**config.mk**
```make
export PLATFORM = sky130hd
export DESIGN_NAME = instr_fetch_unit
export DESIGN_NICKNAME = d
export VERILOG_FILES = /design/src/rtl/instr_fetch_unit.sv
export SDC_FILE = /design/constraint.sdc
export NUM_CORES = 1
export LEC_CHECK = 0
export ABC_AREA = 1
export CAP_MARGIN = 20
export CORE_MARGIN = 2
export CORE_UTILIZATION = 35
export CTS_CLUSTER_DIAMETER = 30
export DETAILED_ROUTE_END_ITERATION = 10
export GPL_TIMING_DRIVEN = 0
export HOLD_SLACK_MARGIN = 0.05
export MAX_ROUTING_LAYER = met4
export PLACE_DENSITY = 0.66
export SLEW_MARGIN = 20
export SYNTH_ARGS = -nofsm -noshare
export SYNTH_HDL_FRONTEND = slang
export SYNTH_SLANG_ARGS = --single-unit
```
**constraint.sdc**
```tcl
create_clock -name C -period 6.69 [get_ports C]
set_input_delay 1.0035 -clock C [delete_from_list [all_inputs] [get_ports C]]
set_output_delay 1.0035 -clock C [all_outputs]
set_load 0.005 [all_outputs]
```
**src/rtl/instr_fetch_unit.sv**
```systemverilog
// Instruction fetch stage: reads the PC register Q, fetches over a req/ack
// memory handshake, hands the instruction to decode over valid/ready, and
// drives the PC register D/Wen for sequential and redirected flow.
// A misaligned PC or a memory that never answers sets a sticky fault.
module instr_fetch_unit #(
    parameter int TIMEOUT = 15,
    parameter int CNT_W   = 8
) (
    input  logic        C,
    input  logic        CLR,
    input  logic [31:0] pc,
    input  logic        redirect,
    input  logic [31:0] redirect_pc,
    output logic        imem_req,
    output logic [31:0] imem_addr,
    input  logic        imem_ack,
    input  logic [31:0] imem_rdata,
    output logic [31:0] instr,
    output logic [31:0] instr_pc,
    output logic        instr_valid,
    input  logic        instr_ready,
    output logic [31:0] pc_next,
    output logic        pc_wen,
    output logic        fetch_fault
);

    localparam logic [CNT_W-1:0] TMO = CNT_W'(TIMEOUT);

    typedef enum logic [2:0] {
        S_IDLE,
        S_ISSUE,
        S_WAIT,
        S_DRAIN,
        S_HOLD,
        S_FAULT
    } state_t;

    state_t           state, state_n;
    logic [CNT_W-1:0] cnt, cnt_n;
    logic [31:0]      instr_n, instr_pc_n, pc_next_n;
    logic             valid_n, wen_n, fault_n;
    logic             aligned;
    logic             timed_out;

    assign aligned   = (pc[1:0] == 2'b00);
    assign timed_out = (cnt >= TMO);
    assign imem_addr = pc;
    // ISSUE only requests for an aligned PC; WAIT/DRAIN keep the request up
    // until the (fresh or stale) response arrives.
    assign imem_req  = (state == S_ISSUE && aligned) || (state == S_WAIT) ||
                       (state == S_DRAIN);

    // State register.
    always_ff @(posedge C or posedge CLR) begin
        if (CLR) state <= S_IDLE;
        else     state <= state_n;
    end

    // Next state and next register values; priority misalign > redirect > ack > timeout.
    always_comb begin
        state_n    = state;
        cnt_n      = cnt;
        instr_n    = instr;
        instr_pc_n = instr_pc;
        valid_n    = instr_valid;
        pc_next_n  = pc_next;
        wen_n      = 1'b0;
        fault_n    = fetch_fault;
        case (state)
            S_IDLE: state_n = S_ISSUE;
            S_ISSUE, S_WAIT: begin
                if (state == S_ISSUE && !aligned) begin
                    state_n = S_FAULT;
                    fault_n = 1'b1;
                end else if (redirect) begin
                    wen_n     = 1'b1;
                    pc_next_n = redirect_pc;
                    if (imem_ack) begin
                        state_n = S_ISSUE;
                    end else begin
                        state_n = S_DRAIN;
                        cnt_n   = CNT_W'(1);
                    end
                end else if (imem_ack) begin
                    instr_n    = imem_rdata;
                    instr_pc_n = pc;
                    valid_n    = 1'b1;
                    wen_n      = 1'b1;
                    pc_next_n  = pc + 32'd4;
                    state_n    = S_HOLD;
                end else if (state == S_ISSUE) begin
                    cnt_n   = CNT_W'(1);
                    state_n = S_WAIT;
                end else if (timed_out) begin
                    state_n = S_FAULT;
                    fault_n = 1'b1;
                end else begin
                    cnt_n = cnt + CNT_W'(1);
                end
            end
            S_DRAIN: begin
                // A response here belongs to the abandoned fetch and is dropped.
                if (redirect) begin
                    wen_n     = 1'b1;
                    pc_next_n = redirect_pc;
                    if (imem_ack) state_n = S_ISSUE;
                end else if (imem_ack) begin
                    state_n = S_ISSUE;
                end else if (timed_out) begin
                    state_n = S_FAULT;
                    fault_n = 1'b1;
                end else begin
                    cnt_n = cnt + CNT_W'(1);
                end
            end
            S_HOLD: begin
                if (redirect) begin
                    valid_n   = 1'b0;
                    wen_n     = 1'b1;
                    pc_next_n = redirect_pc;
                    state_n   = S_ISSUE;
                end else if (instr_ready) begin
                    valid_n = 1'b0;
                    state_n = S_ISSUE;
                end
            end
            S_FAULT: begin
                valid_n = 1'b0;
                fault_n = 1'b1;
            end
            default: state_n = S_IDLE;
        endcase
    end

    // Registered outputs and timeout counter.
    always_ff @(posedge C or posedge CLR) begin
        if (CLR) begin
            cnt         <= '0;
            instr       <= '0;
            instr_pc    <= '0;
            instr_valid <= 1'b0;
            pc_next     <= '0;
            pc_wen      <= 1'b0;
            fetch_fault <= 1'b0;
        end else begin
            cnt         <= cnt_n;
            instr       <= instr_n;
            instr_pc    <= instr_pc_n;
            instr_valid <= valid_n;
            pc_next     <= pc_next_n;
            pc_wen      <= wen_n;
            fetch_fault <= fault_n;
        end
    end

endmodule

```
==> impl_metrics.tcl <==
set metrics [dict create \
    status "finished, final reports clean" \
    grt_pass1_vias 6154 \
    worstHoldEndpoint "instr[21]" \
    p_total_uw 1500 \
    globalRouteTotalUtil 0.246 \
    vias_per_cell 4.80 \
    yosys-top-cells-count "nand2_1, dfrtp_1, nand3_1" \
    leakagePower_uw 0.00430 \
    fp-row-count 47 \
    maxCapViolCount 0 \
    p_sw_uw 397 \
    port_buffers 231 \
    cts_root_buffer "clkbuf_16" \
    core_um2 16700 \
    hold_path.class "reg -> reg" \
    hpwl_mm 17.2 \
    powerDensity_nw_per_um2 168 \
    power_frac_comb 0.179 \
    crit_slowest_cell "clkdlybuf4s50_1" \
    final_util 0.533 \
    hold_viol_final 0 \
    max-vdd-ir-drop_v 0.000114 \
    worst_setup_path_start_kind "input pin" \
    fin_cells 1296 \
    max_slew_margin 0.645 \
    synth_nets 930 \
    fin_crit_ps 3730 \
    drive_above_1_share 0.0865 \
    firstDrtPassIters 5 \
    grt-ovfl-total 0 \
    yosysMostFrequentCell "nand2_1" \
    synth_ff_type "dfrtp_1" \
    cts_buffers 9 \
    synth-seq-cells 110 \
    setup_viol 0 \
    period_share 0.558 \
    end_kind "output port" \
    antenna_left 0 \
    syn_avg_cell_area_um2 7.27 \
    die_x_um 135 \
    cts_setup_buffers 0 \
    finalInstanceArea_um2 8910 \
    seqPwrFrac 0.472 \
    synth.top_cell.area_share 0.458 \
    cts_tree "yes" \
    hold_path_depth 2 \
    worstRegToRegCells 8 \
    critical_path.max_fanout 4 \
    tightest_slew_ps 532 \
    nets 1173 \
    finalSetupTns_ps 0 \
    r2r_slack_ps 4920 \
    place_inst 1279 \
    first_iter_violations 308 \
    swShare 0.265 \
    drcViolationCount 0 \
    worst-setup-path-type "in -> out" \
    place.gp.congestion 1.00 \
    cts.path.max_buffers 2 \
    rsz0062_at_grt "no" \
    critPathMaxStageDelay_ps 550 \
    clk_pin_slew_ps 70 \
    dpl_cell_area_um2 8630 \
    numClockSinks 110 \
    synth-edff-count 0 \
    dieArea_um2 18200 \
    htree_levels 3 \
    yosysSeqAreaShare 0.458 \
    synthArstFlopShare 1.00 \
    clock_skew_ps 7.68 \
    synth_area_leader_cell "dfrtp_1" \
    grt_max_degree 65 \
    p_int_uw 1100 \
    synth_area_um2 6010 \
    pwr-share-clk 0.349 \
    wl_per_cell_um 16.5 \
    pin_count 233 \
    path_cells "clkdlybuf4s50_1, nor2_1, nand4_2, nand2_1, clkdlybuf4s50_1" \
    min-delay-start "instr[21]" \
    fillers 1615 \
    cts_resized 0 \
    rr_startpoint "state[2]" \
    finalMaxSlewViolations 0 \
    initial_core_util 0.360 \
    synth_cell_types 32 \
    max_freq_mhz 268 \
    syn2layout_area_growth_pct 48.2 \
    arrival_ps 2730 \
    yosys_warnings 0 \
    reg2reg_to "pc_next[28]" \
    syn_inst 827 \
    ys_top_cells_by_area "dfrtp_1, nand2_1, nand3_1, buf_4, nor2_1" \
    die_height_um 135 \
    totalWireLength_mm 21.4 \
    antenna_found_initial 1 \
    cpMostUsedCell "clkdlybuf4s50_1" \
    vias 6218 \
    grt_first_pass_wirelength_mm 33.0 \
    critPathRequiredTime_ps 5690 \
    ctsHoldBuffers 0 \
    clk_latency_ps 360 \
]
==> per-layer routing <==
metal	wire length [um]	track usage	part of all wire
met3	1950	0.0676	0.091
met1	8730	0.289	0.41
met4	536	0.0885	0.025
met5	0	-	0
met2	10200	0.404	0.48
==> metrics by stage <==
step	setup slack (ps)	hold WS (ps)
2_1_floorplan	2780	458
3_3_place_gp	966	453
3_5_place_dp	2940	457
4_1_cts	2930	475
5_1_grt	2860	493
6_report	2960	473
==> state kept, by name, summed over array words and instances (netlist names) <==
signal,count
instr,32
instr_pc,32
pc_next,32
cnt,8
state,3
fetch_fault,1
instr_valid,1
pc_wen,1
==> cells in the final DEF, fill, tap and decap left out, types with 5 or more instances in the layout <==
cell type        instances
clkbuf_16                9
or2_2                    6
clkbuf_1                 8
clkdlybuf4s50_1        231
o211ai_1                 9
dfrtp_1                110
nand3_1                102
o21ai_0                 39
buf_4                   35
inv_1                   60
nor2_1                  68
buf_2                   18
nand2_1                322
a21boi_0                 7
a21boi_1                 5
==> critical path, delay by kind of cell <==
kind / cells / cell delay [ps]
buffers and inverters: 2 / 1100
and+or+nand+nor: 3 / 610
==> power by group through the flow <==
| stage | clock (uW) | combinational, uW | sequential (uW) |
|---|---|---|---|
| finish | 523 | 268 | 708 |
| global route | 555 | 294 | 712 |
| CTS | 530 | 272 | 709 |
| detailed placement | 0 | 271 | 721 |
| global placement | 0 | 267 | 721 |
| floorplan | 0 | 88.6 | 721 |
==> cell type report <==
| cell class | count | area [um^2] | area share |
|---|---|---|---|
| tap | 220 | 275 | 0.0309 |
| clock buffer | 11 | 233 | 0.0261 |
| clock inverter | 5 | 40.0 | 0.00450 |
| multi-input combinational | 589 | 2600 | 0.292 |
| sequential | 110 | 2750 | 0.309 |
| timing repair buffer | 232 | 2340 | 0.263 |
| antenna | 1 | 2.50 | 0.000281 |
| buffer | 63 | 413 | 0.0464 |
| inverter | 65 | 249 | 0.0280 |
==> how the worst max path moves through the flow <==
stage,from,to,depth (start not counted)
floorplan,CLR,cnt[0],1
CTS,pc[1],imem_req,5
global route,pc[1],imem_req,5
global placement,CLR,instr_pc[28],2
finish,pc[1],imem_req,5
detailed placement,pc[1],imem_req,5
==> kinds of logic after synthesis <==
kind of cell	share of synthesized area
fa+ha+maj	0.00416
flops	0.458
compound gates	0.0651
buf+inv	0.109
simple gates	0.358
xor+xnor	0.00583
Note: power is estimated with default switching activity, not from simulation.
